### config.mk
export PLATFORM = sky130hd
export DESIGN_NAME = rv32i_program_counter_flat
export DESIGN_NICKNAME = d
export VERILOG_FILES = /design/src/rtl/rv32i_program_counter_if.sv /design/src/rtl/rv32i_program_counter.sv /design/src/flat_wrapper.sv
export SDC_FILE = /design/constraint.sdc
export NUM_CORES = 1
export LEC_CHECK = 0
export ABC_AREA = 1
export CELL_PAD_IN_SITES_DETAIL_PLACEMENT = 2
export CELL_PAD_IN_SITES_GLOBAL_PLACEMENT = 2
export CORE_MARGIN = 2
export CORE_UTILIZATION = 26
export CTS_BUF_LIST = sky130_fd_sc_hd__clkbuf_16
export DETAILED_ROUTE_END_ITERATION = 6
export GPL_TIMING_DRIVEN = 0
export PLACE_DENSITY_LB_ADDON = 0.1
export SLEW_MARGIN = 20
export SYNTH_ARGS = -nofsm -noshare
export SYNTH_HDL_FRONTEND = slang
export SYNTH_SLANG_ARGS = --single-unit
export TNS_END_PERCENT = 30
### constraint.sdc
create_clock -name clk -period 2.35 [get_ports clk]
set_input_delay 0.3525 -clock clk [delete_from_list [all_inputs] [get_ports clk]]
set_output_delay 0.3525 -clock clk [all_outputs]
set_load 0.01 [all_outputs]
### src/rtl/rv32i_program_counter_if.sv
// Fetch-side bus of the rv32i program counter.
// The datapath (master) drives the stall/branch controls and the branch
// offset; the program counter (slave) returns the fetch address, the link
// address and the misaligned-target flag.
// With PC_NEXT_PORT_EN defined the bus also carries pc_next, the address
// the PC will load at the coming edge, for next-address prefetch.
// DATA_WIDTH must match the DATA_WIDTH of the program counter it connects to.
interface rv32i_program_counter_if #(
  parameter int unsigned DATA_WIDTH = 32
);

  logic                  stall;
  logic                  pc_select;
  logic [DATA_WIDTH-1:0] pc_in;
  logic [DATA_WIDTH-1:0] pc_out;
  logic [DATA_WIDTH-1:0] pc_plus_4;
  logic                  misaligned;
`ifdef PC_NEXT_PORT_EN
  logic [DATA_WIDTH-1:0] pc_next;
`endif

  // Datapath side: steers the PC and consumes the addresses.
  modport master (
    output stall,
    output pc_select,
    output pc_in,
    input  pc_out,
    input  pc_plus_4,
`ifdef PC_NEXT_PORT_EN
    input  pc_next,
`endif
    input  misaligned
  );

  // Program counter side: owns the PC register.
  modport slave (
    input  stall,
    input  pc_select,
    input  pc_in,
    output pc_out,
    output pc_plus_4,
`ifdef PC_NEXT_PORT_EN
    output pc_next,
`endif
    output misaligned
  );

endinterface

### src/rtl/rv32i_program_counter.sv
// Program counter for the rv32i single-core datapath.
// Holds the fetch address in one register. Each cycle it either holds
// (stall), takes a PC-relative branch (pc_out + pc_in), or steps by PC_STEP.
// pc_plus_4 is the link/return address for the writeback mux.
// misaligned is advisory: the unaligned target is still loaded, and trapping
// is handled elsewhere.
// All arithmetic is modulo 2^DATA_WIDTH, so negative offsets and the wrap
// past the top of the address space need no special handling.
// Optional feature macro: PC_NEXT_PORT_EN exposes pc_next, the value the
// register will take at the next rising edge.
// rst is synchronous and active-low.
module rv32i_program_counter #(
  parameter int unsigned           DATA_WIDTH = 32,
  parameter logic [DATA_WIDTH-1:0] BOOT_ADDR  = '0,
  parameter logic [DATA_WIDTH-1:0] PC_STEP    = DATA_WIDTH'(4)
) (
  input logic                    clk,
  input logic                    rst,
  rv32i_program_counter_if.slave bus
);

  logic [DATA_WIDTH-1:0] r_pcQ;
  logic [DATA_WIDTH-1:0] w_branchTarget;
  logic [DATA_WIDTH-1:0] w_seqTarget;
  logic [DATA_WIDTH-1:0] w_pcAdvance;

  // Candidate next addresses; the branch target is selected only when
  // pc_select is high, so pc_in cannot reach the register otherwise.
  always_comb begin
    w_branchTarget = r_pcQ + bus.pc_in;
    w_seqTarget    = r_pcQ + PC_STEP;
    w_pcAdvance    = w_seqTarget;
    if (bus.stall) begin
      w_pcAdvance = r_pcQ;
    end else if (bus.pc_select) begin
      w_pcAdvance = w_branchTarget;
    end
  end

  // PC register: reset wins over stall and branch in the same cycle.
  always_ff @(posedge clk) begin
    if (!rst) begin
      r_pcQ <= BOOT_ADDR;
    end else begin
      r_pcQ <= w_pcAdvance;
    end
  end

  assign bus.pc_out     = r_pcQ;
  assign bus.pc_plus_4  = w_seqTarget;
  assign bus.misaligned = bus.pc_select && (w_branchTarget[1:0] != 2'b00);

`ifdef PC_NEXT_PORT_EN
  assign bus.pc_next = (!rst) ? BOOT_ADDR : w_pcAdvance;
`endif

endmodule

### src/flat_wrapper.sv
// flat-port wrapper written by rule: the top's interface ports become plain ports
module rv32i_program_counter_flat 
#(
  parameter int unsigned           DATA_WIDTH = 32,
  parameter logic [DATA_WIDTH-1:0] BOOT_ADDR  = '0,
  parameter logic [DATA_WIDTH-1:0] PC_STEP    = DATA_WIDTH'(4)
)
  (clk, rst, bus_stall, bus_pc_select, bus_pc_in, bus_pc_out, bus_pc_plus_4, bus_misaligned);
  rv32i_program_counter_if #(.DATA_WIDTH(DATA_WIDTH)) bus_i ();
  input logic clk;
  input logic rst;
  input wire logic [$bits(bus_i.stall)-1:0] bus_stall;
  input wire logic [$bits(bus_i.pc_select)-1:0] bus_pc_select;
  input wire logic [$bits(bus_i.pc_in)-1:0] bus_pc_in;
  output wire logic [$bits(bus_i.pc_out)-1:0] bus_pc_out;
  output wire logic [$bits(bus_i.pc_plus_4)-1:0] bus_pc_plus_4;
  output wire logic [$bits(bus_i.misaligned)-1:0] bus_misaligned;
  assign bus_i.stall = bus_stall;
  assign bus_i.pc_select = bus_pc_select;
  assign bus_i.pc_in = bus_pc_in;
  assign bus_pc_out = bus_i.pc_out;
  assign bus_pc_plus_4 = bus_i.pc_plus_4;
  assign bus_misaligned = bus_i.misaligned;
  rv32i_program_counter #(.DATA_WIDTH(DATA_WIDTH), .BOOT_ADDR(BOOT_ADDR), .PC_STEP(PC_STEP)) u_core (.clk(clk), .rst(rst), .bus(bus_i));
endmodule
# After elaboration in Yosys (flattened, before gate mapping)
# Index checks and enable logic that the tools add are counted.
# W data, S select, Z words.
op_classes:
  add_sub_neg: 2
  muxes: 1
  reduce_logical: 2
ops:
  columns: ["op", "count"]
  rows:
  - ["$add A32 B3 Y32 const B", 1]
  - ["$add A32 B32 Y32", 1]
  - ["$mux W32", 1]
  - ["$reduce_bool A2 Y1", 1]
  - ["$logic_and A1 B1 Y1", 1]
word_totals:
  ff_bits: 32
  inputBits: 36
  wordCells: 6

# Depth between registers and ports, before layout
logic_depth:
  ltp_word: 3
  depth_mapped: 16
  ltp_nobuf: 16

# Worst setup path after synthesis
# No wires, ideal clock.
synth_timing:
  path_kind: "reg2reg"
  startpoint: "register u_core.r_pcQ[0], in the netlist u_core.bus.pc_out[0]"
  endpoint: "register u_core.r_pcQ[20], in the netlist u_core.bus.pc_out[20]"
  arrival_time_ns: 1.903
  setup_slack_ns: 0.315
  path_stages_with_launch: 16
  period_less_slack_ns: 2.035
  path_cell_list: "dfxtp_1 > ha_1 > inv_1 > fa_1 > inv_1 > nand3_1 > nand3_1 > nand2_1 > nand2_1 > nand2_1 > nand2_1 > nand2_1 > nand3_1 > nand3_1 > nand2_1 > a21oi_2"
synth_via:
  elab_chain_len: 2
  word_cells_on_any_way: 3
  classes_between: "2 x add/sub; 1 x mux"
synth_lines:
  columns: ["item", "line", "text"]
  rows:
  - ["start, declared", "rv32i_program_counter.sv:22", "logic [DATA_WIDTH-1:0] r_pcQ;"]
  - ["start signal, assigned", "rv32i_program_counter.sv:45", "r_pcQ <= w_pcAdvance;"]
  - ["$add A32 B3 Y32 or $add A32 B32 Y32 (tied branches)", "rv32i_program_counter.sv:31, rv32i_program_counter.sv:30", null]
  - ["$mux W32 *", "rv32i_program_counter.sv:35", "end else if (bus.pc_select) begin"]
# Every way passes the cells marked *; elsewhere a longest branch is shown, timed or not.
# A chain may end at the register's enable or synchronous reset.

# Worst setup path after layout
layout_timing:
  startpoint: "register u_core.r_pcQ[13], in the netlist u_core.bus.pc_out[13]"
  endpoint: "output bus_pc_plus_4[25]"
layout_via:
  elab_chain_len: 1
layout_lines:
  columns: ["item", "line", "text"]
  rows:
  - ["$add A32 B3 Y32", "rv32i_program_counter.sv:31", "w_seqTarget = r_pcQ + PC_STEP;"]
  - ["end, declared", "flat_wrapper.sv:16", "output wire logic [$bits(bus_i.pc_plus_4)-1:0] bus_pc_plus_4;"]
# No other way between the ends.

==> impl_metrics.json <==
{
  "syn_to_final_growth_pct": 49.6,
  "critPathSlowestCell": "clkdlybuf4s50_1",
  "skew_ns": 0.00754,
  "slew-limit-headroom_pct": 44.1,
  "ys_ff_latch": 32,
  "firstDrtPassIters": 4,
  "drive_above_1_share_pct": 22.1,
  "clock_path_buffers": 2,
  "fin_tns_setup_ns": -0.474,
  "layout.nets": 1032,
  "hold_violations": 0,
  "final_common_cell": "nand2_1",
  "remaining_drc_errors": 0,
  "n_antenna_cell": 0,
  "cts_tree": "yes",
  "rows": 48,
  "first_iter_violations": 348,
  "cp_cell_sequence": "nand2_2 -> nor2_2 -> nand4_1 -> nor3_2 -> nand3_1 -> nand2_1 -> clkdlybuf4s50_1",
  "place.gp.congestion": 0.869,
  "cts-root-buf": "clkbuf_16",
  "rsz0062_at_grt": "true",
  "crit_type": "register to primary output",
  "grt.total_usage_pct": 26.9,
  "preCtsSetupSlack_ns": -0.859,
  "fin_area_um2": 6880,
  "synth_seq_area_share_pct": 13.9,
  "fp.dieW_um": 137,
  "place_area_um2": 5880,
  "routed_wl_um": 25200,
  "io_buffers": 100,
  "die-area_um2": 18800,
  "avgViaCountPerCell": 5.08,
  "setup_viol": 5,
  "worstPathArrival_ns": 2.17,
  "peakVddDrop_mv": 0.225,
  "leakage_nw": 3.56,
  "wl_per_cell_um": 21.2,
  "layout_min_cycle_time_ns": 2.52,
  "ff2ff_path_depth": 15,
  "h-tree-depth": 2,
  "grt-ovfl-total": 0,
  "hold_buffers": 0,
  "worst_pin_slew_ns": 0.838,
  "synth_nets": 895,
  "maxSlewViolCount": 0,
  "dpl.hpwl_um": 19400,
  "grt_first_pass_wirelength_um": 37800,
  "core_area_um2": 17300,
  "antenna_found_initial": 0,
  "clkLatencyLatePin_ns": 0.29,
  "critPathMaxFanout": 6,
  "clk_pin_slew_ns": 0.06,
  "synth.avg_cell_area_um2": 5.57,
  "vias": 6044,
  "drtAntennaViolNets": 0,
  "setup.worst_path.end_class": "primary output",
  "initial_utilization_pct": 26.6,
  "period_share_pct": 107,
  "cts.sinks": 32,
  "ios": 101,
  "syn_area_um2": 4600,
  "drv_cap": 0,
  "grt_max_degree": 13,
  "mostFrequentLayoutCells": "nand2_1, inv_1, clkdlybuf4s50_1",
  "grt_pass1_vias": 6614,
  "cp_data_required_time_ns": 2.00,
  "cellPowerDensity_nw_per_um2": 424,
  "hold_class": "input pin to register",
  "syn_inst": 826,
  "largest_reg_flops": 32,
  "cts_buffers": 5,
  "violations": "setup timing",
  "status": "finished, violations left",
  "start_kind": "register",
  "yosys_warnings": 0,
  "fmax_mhz": 397,
  "worstHoldPathCells": 4,
  "die_h_um": 137,
  "ys_types": 40,
  "cpPeakStageDelay_ns": 0.53,
  "setup_slack_ns": -0.172
}
-- cell type report --
type | instances | area [µm²]
Clock buffer | 5 | 125
Multi-Input combinational cell | 649 | 3920
Fill cell | 2144 | 10400
Inverter | 130 | 488
Tap cell | 225 | 282
Clock inverter | 3 | 46.3
Sequential cell | 32 | 727
Timing Repair Buffer | 130 | 1220
Buffer | 15 | 72.6
-- cells in the mapped netlist --
cell	instances	share of area [%]
clkbuf_1	8	0.65
buf_2	4	0.44
o21ai_1	11	1.2
a21oi_1	54	5.9
o21a_1	1	0.16
nor2_4	3	0.73
nand2_4	3	0.73
inv_2	10	0.82
and2_1	4	0.54
buf_4	3	0.49
nor3_2	4	0.87
xnor2_2	1	0.35
a21oi_2	2	0.38
dfxtp_1	32	14
a31oi_1	1	0.14
nor2_8	2	0.87
xnor2_1	10	1.9
nor2_1	71	5.8
nand3_4	1	0.38
nor2_2	5	0.68
o21bai_1	5	0.82
nand4_1	8	1.1
xor2_2	2	0.71
nand3_2	1	0.22
ha_1	32	8.7
nor3_1	7	0.76
fa_1	1	0.44
xor2_1	20	3.8
nand2_1	302	25
o21ai_0	16	1.7
nand2_2	4	0.54
inv_1	117	9.6
nand3b_1	7	1.1
a221oi_1	2	0.38
a21o_1	2	0.33
nor4_2	1	0.27
nand3_1	63	6.9
clkinv_1	3	0.24
nor4_4	1	0.46
o211ai_1	2	0.33
-- per-stage QoR --
step	util [%]	total power [mW]	hold WS [ns]	std cells
3_3_place_gp	34.0	1.90	0.511	1151
6_report	39.8	2.92	0.525	1189
4_1_cts	38.0	2.83	0.544	1184
3_5_place_dp	34.0	1.95	0.535	1151
2_1_floorplan	-	1.37	0.488	826
5_1_grt	39.8	3.10	0.544	1189
-- worst paths after layout --
path	to	slack, ns	from
max	bus_pc_plus_4[25]	-0.17	u_core.bus.pc_out[13]$_SDFFE_PN0N_
min reg2reg	u_core.bus.pc_out[26]$_SDFFE_PN0N_	0.55	u_core.bus.pc_out[26]$_SDFFE_PN0N_
max reg2reg	u_core.bus.pc_out[18]$_SDFFE_PN0N_	0.03	u_core.bus.pc_out[8]$_SDFFE_PN0N_
min	u_core.bus.pc_out[0]$_SDFFE_PN0P_	0.52	bus_pc_in[0]
-- what timing repair did --
action / CTS / global route
setup endpoints to repair: 43 / 41
pin swaps: 16 / 19
setup buffers: 25 / 5
gates resized for setup: 129 / 75
-- kinds of logic after synthesis --
kind of cell / after synthesis / synth area share, %
flops: 32 / 13.9
buf+inv: 145 / 12.2
simple gates: 487 / 46.6
fa+ha+maj: 33 / 9.14
compound gates: 96 / 11.3
xor+xnor: 33 / 6.78
-- per-layer routing --
metal | track usage (%) | up-vias | wire length, µm
li1 | - | 2860 | -
met1 | 35.0 | 3003 | 11100
met2 | 47.2 | 139 | 12600
met3 | 1.81 | 42 | 950
met4 | 8.13 | 0 | 615
met5 | 0 | - | 0
-- where the power goes --
group | internal (mW) | switching (mW)
registers | 0.590 | 0.114
clock network | 0.504 | 0.283
logic | 0.573 | 0.853
total | 1.67 | 1.25
-- worst max-delay path: cells and delay by family, from the launching register on --
family	cells	cell delay, ns
buffers and inverters	1	0.53
DFF	1	0.43
and+or+nand+nor	6	0.92
No activity file was read; power rests on OpenSTA's default activity.
